==> src/rtl/mem_port_arbiter.sv <==
// Memory request port arbiter: shares one memory-controller port among
// NUM_REQ requesters, one outstanding transaction at a time.
module mem_port_arbiter #(
    parameter int NUM_REQ    = 3,
    parameter int ADDR_W     = 32,
    parameter int DATA_W     = 32,
    parameter int MAX_STREAK = 4
) (
    input  logic                       clk,
    input  logic                       res,
    input  logic [NUM_REQ-1:0]         req_valid,
    output logic [NUM_REQ-1:0]         req_ready,
    input  logic [NUM_REQ-1:0]         req_we,
    input  logic [NUM_REQ*ADDR_W-1:0]  req_addr,
    input  logic [NUM_REQ*DATA_W-1:0]  req_wdata,
    output logic [NUM_REQ-1:0]         rsp_valid,
    output logic [DATA_W-1:0]          rsp_data,
    output logic                       mem_valid,
    input  logic                       mem_ready,
    output logic                       mem_we,
    output logic [ADDR_W-1:0]          mem_addr,
    output logic [DATA_W-1:0]          mem_wdata,
    input  logic                       mem_resp_valid,
    input  logic [DATA_W-1:0]          mem_resp_data,
    output logic [$clog2(NUM_REQ)-1:0] grant_id,
    output logic                       busy
);

    localparam int IDW = $clog2(NUM_REQ);
    localparam int SW  = $clog2(MAX_STREAK + 1);

    typedef enum logic [1:0] {IDLE, ISSUE, WAIT} state_t;

    state_t              state_q, state_d;
    logic [SW-1:0]       streak_q, streak_d;
    logic [IDW-1:0]      rr_q, rr_d;
    logic [IDW-1:0]      grant_q, grant_d;
    logic                we_q, we_d;
    logic [ADDR_W-1:0]   addr_q, addr_d;
    logic [DATA_W-1:0]   wdata_q, wdata_d;
    logic [NUM_REQ-1:0]  rsp_valid_q, rsp_valid_d;
    logic [DATA_W-1:0]   rsp_data_q, rsp_data_d;

    logic                other_v;
    logic                win_ok;
    logic [IDW-1:0]      win;

    // Winner: requester 0 unless its streak is exhausted, else round-robin over 1..N-1
    always_comb begin
        int idx;
        idx     = 0;
        win     = '0;
        win_ok  = 1'b0;
        other_v = |req_valid[NUM_REQ-1:1];
        if (req_valid[0] && ((int'(streak_q) < MAX_STREAK) || !other_v)) begin
            win_ok = 1'b1;
        end else begin
            for (int k = 1; k < NUM_REQ; k++) begin
                idx = ((int'(rr_q) - 1 + k) % (NUM_REQ - 1)) + 1;
                if (!win_ok && req_valid[idx]) begin
                    win_ok = 1'b1;
                    win    = IDW'(idx);
                end
            end
        end
    end

    // Accept strobe only in IDLE, and never while reset is held
    always_comb begin
        req_ready = '0;
        if (state_q == IDLE && win_ok && !res) begin
            req_ready = NUM_REQ'(1) << win;
        end
    end

    // Next-state, latch and response logic
    always_comb begin
        state_d     = state_q;
        streak_d    = streak_q;
        rr_d        = rr_q;
        grant_d     = grant_q;
        we_d        = we_q;
        addr_d      = addr_q;
        wdata_d     = wdata_q;
        rsp_valid_d = '0;
        rsp_data_d  = rsp_data_q;
        unique case (state_q)
            IDLE: begin
                if (win_ok) begin
                    state_d = ISSUE;
                    grant_d = win;
                    we_d    = req_we[win];
                    addr_d  = req_addr[int'(win)*ADDR_W +: ADDR_W];
                    wdata_d = req_wdata[int'(win)*DATA_W +: DATA_W];
                    if (win == '0) begin
                        if (!other_v) begin
                            streak_d = '0;
                        end else if (streak_q != SW'(MAX_STREAK)) begin
                            streak_d = streak_q + SW'(1);
                        end
                    end else begin
                        streak_d = '0;
                        rr_d     = win;
                    end
                end
            end
            ISSUE: begin
                if (mem_ready) begin
                    state_d = WAIT;
                end
            end
            WAIT: begin
                if (mem_resp_valid) begin
                    state_d     = IDLE;
                    rsp_valid_d = NUM_REQ'(1) << grant_q;
                    rsp_data_d  = mem_resp_data;
                end
            end
            default: state_d = IDLE;
        endcase
    end

    // State and datapath registers
    always_ff @(posedge clk or posedge res) begin
        if (res) begin
            state_q     <= IDLE;
            streak_q    <= '0;
            rr_q        <= IDW'(NUM_REQ - 1);
            grant_q     <= '0;
            we_q        <= 1'b0;
            addr_q      <= '0;
            wdata_q     <= '0;
            rsp_valid_q <= '0;
            rsp_data_q  <= '0;
        end else begin
            state_q     <= state_d;
            streak_q    <= streak_d;
            rr_q        <= rr_d;
            grant_q     <= grant_d;
            we_q        <= we_d;
            addr_q      <= addr_d;
            wdata_q     <= wdata_d;
            rsp_valid_q <= rsp_valid_d;
            rsp_data_q  <= rsp_data_d;
        end
    end

    assign mem_valid = (state_q == ISSUE);
    assign busy      = (state_q != IDLE);
    assign mem_we    = we_q;
    assign mem_addr  = addr_q;
    assign mem_wdata = wdata_q;
    assign grant_id  = grant_q;
    assign rsp_valid = rsp_valid_q;
    assign rsp_data  = rsp_data_q;

endmodule
==> config.mk <==
export PLATFORM = sky130hd
export DESIGN_NAME = mem_port_arbiter
export DESIGN_NICKNAME = d
export VERILOG_FILES = /design/src/rtl/mem_port_arbiter.sv
export SDC_FILE = /design/constraint.sdc
export NUM_CORES = 1
export LEC_CHECK = 0
export ABC_AREA = 1
export ABC_CLOCK_PERIOD_IN_PS = 4600
export BUFFER_PORTS_ARGS = -buffer_cell sky130_fd_sc_hd__buf_2
export CORE_AREA = 4 4 129 131
export CTS_CLUSTER_DIAMETER = 30
export DETAILED_ROUTE_END_ITERATION = 6
export DIE_AREA = 0 0 133 135
export HOLD_SLACK_MARGIN = 0.03
export PLACE_DENSITY = 0.77
export SYNTH_ARGS = -nofsm -noshare
export SYNTH_HDL_FRONTEND = slang
export SYNTH_SLANG_ARGS = --single-unit
==> constraint.sdc <==
create_clock -name clk -period 4.6 [get_ports clk]
set_input_delay 0.46 -clock clk [delete_from_list [all_inputs] [get_ports clk]]
set_output_delay 0.46 -clock clk [all_outputs]
set_load 0.01 [all_outputs]
==> results of run 1 <==
==> routing by layer <==
metal	share of wire [%]	wire [um]
met1	40	7534
met2	50	9425
met5	0	0
met4	2.2	420
met3	8.1	1529
==> state kept, by name, summed over array words and instances (netlist names) <==
| register | count |
|---|---|
| mem_wdata | 32 |
| state_q | 2 |
| rsp_data | 32 |
| mem_we | 1 |
| mem_addr | 32 |
| rr_q | 1 |
| rsp_valid | 3 |
| grant_id | 2 |
| streak_q | 3 |
==> placed cells by master (no fill, tap or decap) <==
| master | n |
|---|---|
| buf_2 | 340 |
| nand2_1 | 254 |
| dfrtp_1 | 108 |
| nand3_1 | 91 |
| o21a_1 | 47 |
| inv_1 | 45 |
| mux2_2 | 32 |
| nor2_1 | 15 |
| o21ai_0 | 14 |
| buf_4 | 10 |
| clkbuf_16 | 9 |
| a21oi_1 | 8 |
| a21oi_4 | 3 |
| inv_2 | 3 |
| nor3_1 | 3 |
| nor2_4 | 2 |
| o31ai_1 | 2 |
| ha_1 | 2 |
| inv_8 | 2 |
| o21ai_1 | 1 |
| a21boi_4 | 1 |
| or2_2 | 1 |
| o22ai_1 | 1 |
| inv_4 | 1 |
| a22oi_1 | 1 |
| clkinv_8 | 1 |
| bufinv_16 | 1 |
| inv_6 | 1 |
| clkinvlp_4 | 1 |
| clkinv_4 | 1 |
==> per-stage QoR <==
stage          setup slack [ps]  hold WS (ps)
6_report                   1942         178.0
5_1_grt                    1782         239.4
4_1_cts                    1929         212.6
3_5_place_dp               1922         461.4
3_3_place_gp               2009         460.0
2_1_floorplan             861.4         474.1
==> report_power, final <==
part           switching, uW  internal (uW)  total (uW)
Clock                    399            439         838
Combinational           1320            961        2280
Sequential               237           1410        1650
Total                   1960           2810        4770
==> kinds of logic (layout without fill, tap and decap cells) <==
family / Yosys count / in the layout / synth area share (%)
and+or+nand+nor: 366 / 366 / 27.13
DFF: 108 / 108 / 48.99
buffers and inverters: 89 / 415 / 6.872
AOI/OAI and AO/OA: 78 / 78 / 10.02
muxes: 32 / 32 / 6.532
adders and majority gates: 2 / 2 / 0.4535
==> cell type report <==
cell class | count | area (um^2) | share of cell area [%]
clock buffers | 9 | 225.2 | 2.920
clock inverters | 7 | 93.84 | 1.217
well taps | 216 | 270.3 | 3.504
repair buffers | 350 | 1777 | 23.03
multi-input cells | 478 | 2459 | 31.87
inverters | 49 | 186.4 | 2.417
flip-flops and latches | 108 | 2703 | 35.04
==> worst max path at each step <==
stage,to,cells past startpoint,slack [ps]
floorplan,req_ready[0],3,860
global route,req_ready[0],7,1780
finish,req_ready[0],7,1940
detailed placement,rr_q[0],7,1920
global placement,rr_q[0],7,2010
CTS,req_ready[0],7,1930
==> flow_summary_export.csv, run 1 <==
group,metric,value,unit
detailed_routing,drc_errors,0,
pwr,ir_drop,0.3442,mV
place,post_dp_cell_area,7395,um^2
run,max_cap_viol_count,0,
layout,synthToLayoutAreaGrowth,39.83,%
clock_tree,cts_tree,"yes",
pwr,p_leak,0.004192,uW
layout,utilization,49.45,%
clock_tree,root_buffer,"clkbuf_16",
worst_setup_path,r2r_end,"rr_q[0]",
floorplan,coreArea,15600,um^2
place,dpl.hpwl,14180,um
logic_synthesis,synth.lib_cells_used.distinct,24,
logic_synthesis,synth_edf_count,0,
global_route,grt_overflow,0,
worst_setup_path,crit_top_cell,"nor2_1",
floorplan,num_rows,46,
clock_tree,cts.sinks,108,
clock_tree,clk_pin_slew,90,ps
clock_tree,cts_setup_buffers,0,
timing,fmax,0.3762,GHz
pwr,power,4769,uW
global_route,grt_use_met3,4.583,%
clock_tree,insertion_delay,360,ps
logic_synthesis,yosys-top-cells-area,"dfrtp_1 (49%), nand2_1 (17%), nand3_1 (8.3%), mux2_2 (6.5%), o21a_1 (6.4%)",
layout,layout-drive-gt1-share,40.86,%
global_route,antenna_found_initial,0,
min_path,hp-class,"in2async",
layout,fin_area,7714,um^2
outcome,status,"completed",
floorplan,die_w,133,um
logic_synthesis,synth_ff_type,"dfrtp_1",
logic_synthesis,syn_area_per_cell,8.173,um^2
detailed_routing,via_count,5717,
global_route,use_met1,23.92,%
place,place.port_buffers,340,
logic_synthesis,async_reset_ff_share,100.0,%
clock_tree,cts_htree_levels,3,
timing,hold_viol,0,
global_route,grt_pass1_wl,29260,um
layout,antennaDiodeCount,0,
logic_synthesis,yosys_warnings,0,
worst_setup_path,critPathTopFamily,"buffers and inverters",
global_route,gr-usage-met2,36.40,%
timing,worst_pin_slew,1149,ps
worst_setup_path,worstReg2RegStart,"state_q[0]",
logic_synthesis,synth_cells,675,
timing,rsz0062_at_grt,"no",
logic_synthesis,yosys.area.top_type,"dfrtp_1",
place,gp_congestion,0.8212,
global_route,grt_pass1_vias,5872,
logic_synthesis,synth_fp_nets,911,
worst_setup_path,worstPathArrival,2200,ps
worst_setup_path,cp.buffers_inverters,3,
timing,fin_setup_tns,0,ps
layout,nFillCells,1544,
timing,relSlewSlack,23.41,%
clock_tree,clk_path_buf_depth,2,
worst_setup_path,reg2regPathDepth,7,
place,dp.cells,1201,
worst_setup_path,crit_slowest_cell,"buf_4",
detailed_routing,ant_nets,0,
layout,final_cells,1217,
global_route,grt_max_degree,61,
detailed_routing,wl,18910,um
detailed_routing,via_per_inst,4.698,
logic_synthesis,ys_ff_latch,108,
worst_setup_path,cp.required,4140,ps
timing,maxSlewViolCount,0,
floorplan,die_h,135,um
detailed_routing,first_pass_iters,4,
global_route,grtUsageTotal,20.37,%
timing,period_needed,2658,ps
logic_synthesis,yosysMostFrequentCell,"nand2_1",
layout,final_nets,1232,
worst_setup_path,rrSetupSlack,2080,ps
worst_setup_path,cp-end-kind,"output pin",
timing,setup_viol,0,
detailed_routing,drt_first_iter_violations,216,
logic_synthesis,synthTopCellsByCount,"nand2_1 (254), dfrtp_1 (108), nand3_1 (91)",
global_route,grt-busiest-layer,"met2",
worst_setup_path,max_stage_delay,440,ps
worst_setup_path,path_cells,"nor2_1 > inv_2 > a21oi_4 > buf_4 > nand2_1 > nor2_1 > buf_2",
floorplan,io_pins,341,
clock_tree,cts_resized,0,
floorplan,dieArea,17960,um^2
clock_tree,numCtsBuffers,9,
floorplan,start_util,35.37,%
detailed_routing,wl_per_cell,15.54,um
worst_setup_path,startpoint,"state_q[0]",
timing,period_share,57.79,%
worst_setup_path,critPathKind,"reg2out",
pwr,power_density,618.2,nW/um^2
logic_synthesis,synth_top_area_share,48.99,%
worst_setup_path,cp-start-kind,"flop",
logic_synthesis,ys_seq_area_share,48.99,%
worst_setup_path,critical_path.max_fanout,47,
logic_synthesis,synth_area,5517,um^2
timing,finClkSkew,10.67,ps
clock_tree,cts_hold_buf,0,
Note: power is estimated with default switching activity, not from simulation.
==> run 2, diff against run 1 <==
--- a/config.mk
+++ b/config.mk
@@ -6,12 +6,12 @@
 export NUM_CORES = 1
 export LEC_CHECK = 0
 export ABC_AREA = 1
-export ABC_CLOCK_PERIOD_IN_PS = 4600
+export ABC_CLOCK_PERIOD_IN_PS = 2300
 export BUFFER_PORTS_ARGS = -buffer_cell sky130_fd_sc_hd__buf_2
-export CORE_AREA = 4 4 129 131
+export CORE_AREA = 4 4 132 134
 export CTS_CLUSTER_DIAMETER = 30
 export DETAILED_ROUTE_END_ITERATION = 6
-export DIE_AREA = 0 0 133 135
+export DIE_AREA = 0 0 136 138
 export HOLD_SLACK_MARGIN = 0.03
 export PLACE_DENSITY = 0.77
 export SYNTH_ARGS = -nofsm -noshare
==> constraint.sdc (replaced) <==
create_clock -name clk -period 2.3 [get_ports clk]
set_input_delay 0.23 -clock clk [delete_from_list [all_inputs] [get_ports clk]]
set_output_delay 0.23 -clock clk [all_outputs]
set_load 0.01 [all_outputs]
==> run 2 against run 1 <==
  * First-iteration DRC count is 3.7% higher
  * Die area rose by 4.5%
  * Flip-flop and latch count unchanged
  * Global-route usage down 0.28 points
  * Critical endpoint is now req_ready[2]
  * Count of clock-buffer cells in the layout unchanged
  * Final cell count grew 0.82%
  * Combinational power increased by 100%
  * Register-to-register slack got worse by 1500 ps
  * Cell area rose by 0.92%
  * Clock skew decreased by 2.8 ps
  * Setup slack worse by 1700 ps
  * Via count increased by 0.40%
==> flow_summary_export.csv, run 2 (synthesis gave the netlist of run 1 again) <==
group,metric,value,unit
global_route,grt_pass1_vias,5832,
worst_setup_path,worstPathArrival,1830,ps
timing,whs,4.076,ps
global_route,grt_pass1_wl,29880,um
layout,layout-drive-gt1-share,41.15,%
timing,maxSlewViolCount,0,
floorplan,start_util,33.87,%
detailed_routing,wl_per_cell,15.48,um
clock_tree,numCtsBuffers,9,
detailed_routing,drc_errors,0,
worst_setup_path,critPathKind,"reg2out",
run,max_cap_viol_count,0,
global_route,grt_max_degree,109,
place,gp_congestion,0.8270,
worst_setup_path,critical_path.max_fanout,29,
clock_tree,root_buffer,"clkbuf_16",
layout,utilization,47.79,%
timing,rsz0062_at_grt,"no",
clock_tree,cts.sinks,108,
floorplan,dieArea,18770,um^2
layout,most-common-layout-cells,"buf_2 (340), nand2_1 (254), dfrtp_1 (108)",
timing,period_needed,2064,ps
clock_tree,insertion_delay,360,ps
clock_tree,cts_tree,"yes",
floorplan,die_w,136,um
clock_tree,clk_pin_slew,80,ps
clock_tree,clk_path_buf_depth,2,
place,place.port_buffers,340,
timing,fin_ws,235.9,ps
timing,relSlewSlack,53.41,%
timing,period_share,89.74,%
layout,synthToLayoutAreaGrowth,41.12,%
clock_tree,cts_hold_buf,0,
floorplan,die_h,138,um
worst_setup_path,cp-start-kind,"flop",
pwr,ir_drop,0.4674,mV
min_path,hp-class,"in2async",
layout,nFillCells,1625,
clock_tree,cts_resized,0,
pwr,power_density,1224,nW/um^2
detailed_routing,via_count,5740,
global_route,grt_overflow,0,
timing,hold_viol,0,
floorplan,num_rows,47,
layout,final_common_cell,"buf_2",
detailed_routing,ant_nets,0,
place,dpl.hpwl,14410,um
timing,fmax,0.4845,GHz
pwr,p_leak,0.004222,uW
global_route,grtUsageTotal,20.08,%
detailed_routing,drt_first_iter_violations,224,
timing,setup_viol,0,
clock_tree,cts_htree_levels,3,
clock_tree,cts_setup_buffers,0,
timing,finClkSkew,7.856,ps
outcome,status,"completed",
layout,final_nets,1237,
floorplan,coreArea,16290,um^2
timing,worst_pin_slew,698.8,ps
global_route,antenna_found_initial,4,
floorplan,io_pins,341,
place,dp_slack,433.4,ps
detailed_routing,via_per_inst,4.678,
worst_setup_path,cp.required,2070,ps
detailed_routing,first_pass_iters,4,
detailed_routing,wl,19000,um
worst_setup_path,cp-end-kind,"output pin",
[run 2: area by class of cell]
type                            instances  area [um^2]  area share (%)
Tap cell                              220        275.3           3.536
Antenna cell                            1        2.502         0.03214
Clock inverter                          7        81.33           1.045
Timing Repair Buffer                  355         1852           23.79
Clock buffer                            9        225.2           2.893
Multi-Input combinational cell        478         2459           31.58
Inverter                               49        187.7           2.411
Sequential cell                       108         2703           34.72
[run 2: routing by layer]
metal / up-vias / GRT usage (%) / part of all wire [%]
met2: 248 / 34.55 / 48
met1: 2623 / 23.65 / 40
li1: 2823 / - / -
met5: - / 0 / 0.18
met4: 6 / 6.578 / 2.5
met3: 40 / 6.359 / 9.0
[run 2: critical path, stage by stage (launching register included)]
cell and delay [ps]:
dfrtp_1 390, inv_1 100, a21boi_4 270, nand2_1 180
buf_4 270, nor2_1 120, buf_2 140
[run 2: where the power goes]
| part | internal, uW | leakage [uW] | switching [uW] | total (uW) |
|---|---|---|---|---|
| Clock | 864 | 0.000152 | 769 | 1630 |
| Sequential | 2820 | 0.00132 | 480 | 3300 |
| Combinational | 1970 | 0.00275 | 2630 | 4600 |
[run 2: worst paths after layout]
kind	slack (ps)	depth (start not counted)	start	to
hold / removal	4	3	res	mem_addr[14]
hold reg to reg	470	2	mem_wdata[13]	mem_wdata[13]
min in group clk	60	2	mem_resp_valid	state_q[1]
max in group asynchronous	1690	3	res	mem_addr[24]
setup / recovery	240	6	rr_q[0]	req_ready[2]
setup reg to reg	550	5	streak_q[2]	mem_addr[23]
[run 2: through the flow]
stage          setup TNS [ps]  total power (uW)  cells  instance area [um^2]
6_report                    0              9529   1227                  7785
2_1_floorplan          -328.5              6126    675                  5520
5_1_grt                     0             10360   1227                  7785
3_3_place_gp                0              7863   1210                  7476
4_1_cts                     0              9691   1226                  7782
3_5_place_dp                0              8020   1210                  7476
